--- config.mk ---
export PLATFORM = sky130hd
export DESIGN_NAME = dmem_access_ctrl
export DESIGN_NICKNAME = d
export VERILOG_FILES = /design/src/rtl/dmem_access_ctrl.sv
export SDC_FILE = /design/constraint.sdc
export NUM_CORES = 1
export LEC_CHECK = 0
export ABC_CLOCK_PERIOD_IN_PS = 2100
export CAP_MARGIN = 25
export CORE_ASPECT_RATIO = 1.2
export CORE_UTILIZATION = 40
export CTS_BUF_LIST = sky130_fd_sc_hd__clkbuf_8
export CTS_CLUSTER_SIZE = 24
export DETAILED_ROUTE_END_ITERATION = 8
export PLACE_DENSITY_LB_ADDON = 0.3
export SLEW_MARGIN = 20
export SYNTH_ARGS = -nofsm -noshare
export SYNTH_HDL_FRONTEND = slang
export SYNTH_SLANG_ARGS = --single-unit
--- constraint.sdc ---
create_clock -name clk -period 2.1 [get_ports clk]
set_input_delay 0.42 -clock clk [delete_from_list [all_inputs] [get_ports clk]]
set_output_delay 0.42 -clock clk [all_outputs]
set_load 0.02 [all_outputs]
--- src/rtl/dmem_access_ctrl.sv ---
// dmem_access_ctrl: initiator side of the data-memory port with address range checking
// Ports:
//   clk, rst                      clock, synchronous active-high reset
//   req_valid/req_ready           request handshake; req_we 1=store, req_addr word address, req_wdata store data
//   rsp_valid/rsp_ready           response handshake; rsp_rdata load data, rsp_err out-of-range / verify error
//   Addr, WriDat, WE2             memory address, write data, one-cycle write enable
//   ReaDat                        memory read data, combinational from Addr
// Optional macro DMEM_WRITE_VERIFY_EN adds a VERIFY cycle that reads back each store and flags a mismatch.
module dmem_access_ctrl #(
    parameter int AWIDTH  = 32,
    parameter int ALENGTH = 128
) (
    input  logic              clk,
    input  logic              rst,
    input  logic              req_valid,
    output logic              req_ready,
    input  logic              req_we,
    input  logic [AWIDTH-1:0] req_addr,
    input  logic [AWIDTH-1:0] req_wdata,
    output logic              rsp_valid,
    input  logic              rsp_ready,
    output logic [AWIDTH-1:0] rsp_rdata,
    output logic              rsp_err,
    output logic [AWIDTH-1:0] Addr,
    output logic [AWIDTH-1:0] WriDat,
    output logic              WE2,
    input  logic [AWIDTH-1:0] ReaDat
);
`ifdef DMEM_WRITE_VERIFY_EN
    typedef enum logic [1:0] {IDLE, ACCESS, VERIFY, RESP} state_t;
`else
    typedef enum logic [1:0] {IDLE, ACCESS, RESP} state_t;
`endif
    state_t state;
    logic in_range;
    assign in_range = req_addr < AWIDTH'(ALENGTH);
    // Addr/WriDat double as the latched request; WE2 doubles as the latched store flag during ACCESS.
    always_ff @(posedge clk) begin
        if (rst) begin
            state     <= IDLE;
            req_ready <= 1'b1;
            rsp_valid <= 1'b0;
            rsp_rdata <= '0;
            rsp_err   <= 1'b0;
            Addr      <= '0;
            WriDat    <= '0;
            WE2       <= 1'b0;
        end else begin
            case (state)
                IDLE: if (req_valid && req_ready) begin
                    req_ready <= 1'b0;
                    if (in_range) begin
                        state  <= ACCESS;
                        Addr   <= req_addr;
                        WriDat <= req_wdata;
                        WE2    <= req_we;
                    end else begin
                        state     <= RESP;
                        rsp_valid <= 1'b1;
                        rsp_err   <= 1'b1;
                        rsp_rdata <= '0;
                    end
                end
                ACCESS: begin
                    WE2       <= 1'b0;
                    rsp_rdata <= WE2 ? '0 : ReaDat;
                    rsp_err   <= 1'b0;
`ifdef DMEM_WRITE_VERIFY_EN
                    if (WE2) begin
                        state <= VERIFY;
                    end else begin
                        state     <= RESP;
                        rsp_valid <= 1'b1;
                    end
`else
                    state     <= RESP;
                    rsp_valid <= 1'b1;
`endif
                end
`ifdef DMEM_WRITE_VERIFY_EN
                VERIFY: begin
                    rsp_err   <= ReaDat != WriDat;
                    state     <= RESP;
                    rsp_valid <= 1'b1;
                end
`endif
                RESP: if (rsp_ready) begin
                    state     <= IDLE;
                    rsp_valid <= 1'b0;
                    req_ready <= 1'b1;
                end
                default: state <= IDLE;
            endcase
        end
    end
endmodule

==> reports/summary.txt <==
Status: complete, no violations
Cts repair resizes: 0
Clock sink count: 102
Power Internal: 0.00267 W
Hold-fix buffers, CTS: 0
Clk pin slew, worst setup/hold paths: 90 ps
Grt total ovfl: 0
WS Path Type: in -> reg
Die width: 90.3 um
Worst Hold Class: reg -> reg
Die area: 0.00974 mm^2
Final Skew: 5.42 ps
Final Hold Vio Count: 0
Net Count, Synth: 515
Yosys reg bits: 102
Switching portion of total power: 22.1%
Largest net degree at the start of global routing: 35
F_max: 508 MHz
Postcts setup bufs: 0
Layout cell share with drive strength beyond 1: 11.1%
WP data required: 2390 ps
First-pass GRT wire length: 17.1 mm
Placer Congestion: 0.802
DRT iter0 DRCs: 165
Post-Layout Inst Area: 0.00614 mm^2
Number of global-route vias before repair: 3,499
Crit path time final: 1970 ps
Area Growth Syn to Fin: 64.1%
Max clock buf depth: 2
Critical R2R Launch: state[1]
Drt via density: 4.99
Num ports: 201
Unrepaired setup endpoints after global routing: false
PwrDens: 559 mW/mm^2
Commonest non-fill, non-tap cell in the layout: clkdlybuf4s50_1
Crit share post-route: 93.8%
Die Ht: 108 um
Peak supply drop: 290 uV
Num CTS Buffers: 9
Clock Power Share: 33.7%
Slew @ Worst Pin: 715 ps
Combinational power share: 9.6%
Post-route setup TNS: 0 ps
Finish-stage setup viols: 0
Sequential area share after synthesis: 54.6%
Vias: 3,686
Initial Util: 41.2%
WL/cell: 14.6 um
Clock Latency Late Sink: 350 ps
Final #Nets: 715
CORE AREA: 0.00908 mm^2
Final wirelength: 10.8 mm
1st-pass router iterations: 4
Startpoint types: input port
Sequential power share: 56.8%
Initial antenna violation count: 0
Commonest non-fill, non-tap cells in the layout: clkdlybuf4s50_1, dfxtp_1, nand2_1, o21ai_0
Warnings, synthesis: 0
Critical Path Fanout Max: 14
PortBufs: 200
H-Tree Depth: 3
Rel. slew slack: 52.3%
Fillers: 734
Cell row count: 38
Ant. Diodes: 0
Worst EP arrival: 2260 ps
Final cell count without fillers: 739
Placed wire-length estimate: 8.01 mm
Leakage: 2.15 nW
Max-Cap Viols: 0
Synthesized area per cell: 9.03 um^2
Root Driver: clkbuf_8
Critical Path End Type: flip-flop
Switching power: 0.000758 W
DRC viols: 0
Synth unique cells: 33
GRT Util Overall: 21.9%
Min-delay src: rsp_rdata[20]
CP startpoint: req_addr[31]
Synthesized area: 0.00374 mm^2
Cell Area, Placed: 0.00595 mm^2
Dpl cells: 723
CTS tree: done
Final Max Tran Viols: 0
Cell count after synthesis: 414
ANT nets after route: 0
-- stage by stage --
step / worst slack (ps) / hold slack (ps) / utilization, % / power, W
floorplan: 369 / 526 / - / 0.00208
global placement: -198 / 438 / 65.5 / 0.00232
detailed placement: -236 / 441 / 65.5 / 0.00232
CTS: 154 / 454 / 67.6 / 0.00346
global route: 28.0 / 474 / 67.6 / 0.00357
finish: 130 / 451 / 67.6 / 0.00343
-- critical path, stage by stage --
cell and delay [ps]:
clkdlybuf4s50_1 410, nor4_2 370, nand4_2 210, buf_4 230, nor4_1 390, mux2i_1 220
-- cells by family after synthesis --
group	synth area share (%)
DFF	54.6
buffers and inverters	5.02
muxes	0.268
and+or+nand+nor	21.4
AOI/OAI and AO/OA	18.7
-- cells in the mapped netlist --
cell        n  area (um^2)
inv_1       3         11.3
o21ai_1    11         55.1
a31oi_1     1         6.26
o311ai_0    1         8.76
and3b_1     1         8.76
clkbuf_1   18         67.6
o21ai_2    20          175
or3_1       1         6.26
nand3_1    40          200
o21ai_0    42          210
nand4_2     1         12.5
and4_1      2         17.5
mux2i_1     1         10.0
buf_6       3         33.8
nand4_1     1         6.26
nand2_1    68          255
nor4_2      7         87.6
o31a_4      1         17.5
nand3b_1    1         7.51
dfxtp_1   102         2040
nor4_1      1         6.26
nor3b_1     1         7.51
a21oi_2     1         8.76
nor2_1      3         11.3
clkbuf_2    1         5.00
a21oi_1    40          200
o31a_1      1         8.76
nor2b_1     2         12.5
buf_2       8         40.0
and2_1     25          156
and3_1      1         6.26
buf_4       4         30.0
o21a_1      1         7.51
-- layout make-up --
cell class | count | area, um^2 | area share, %
timing repair buffer | 223 | 2220 | 36.3
sequential | 102 | 2040 | 33.3
multi-input combinational | 275 | 1520 | 24.8
clock buffer | 12 | 165 | 2.69
tap | 120 | 150 | 2.45
clock inverter | 4 | 21.3 | 0.347
inverter | 3 | 11.3 | 0.184
-- worst paths after layout --
kind	end	slack, ps	cells after the start
worst min register to register	rsp_rdata[20]	450	2
worst max register to register	Addr[29]	280	4
worst min-delay path	rsp_rdata[20]	450	2
worst max-delay path	WE2	130	6
-- sequential cells by signal, summed over array words and instances (netlist names) --
| name | cells |
|---|---|
| Addr | 32 |
| WE2 | 1 |
| rsp_err | 1 |
| WriDat | 32 |
| req_ready | 1 |
| rsp_rdata | 32 |
| rsp_valid | 1 |
| state | 2 |
-- power by group through the flow --
stage / clock (W) / sequential (W) / combinational (W)
2_1_floorplan: 0 / 0.00200 / 0.0000837
3_3_place_gp: 0 / 0.00199 / 0.000326
3_5_place_dp: 0 / 0.00199 / 0.000330
4_1_cts: 0.00119 / 0.00195 / 0.000332
5_1_grt: 0.00127 / 0.00195 / 0.000350
6_report: 0.00116 / 0.00195 / 0.000329
-- routing by layer --
metal  share of wire [%]  wire length (um)  track usage, %  up-vias
met4                 1.6               173            8.76        0
met5                   0                 0               0        -
met3                 6.5               707            5.23       13
met1                  43              4620            25.8     1716
li1                    -                 -               -     1813
met2                  49              5310            38.4      144
No activity file was read; power rests on OpenSTA's default activity.
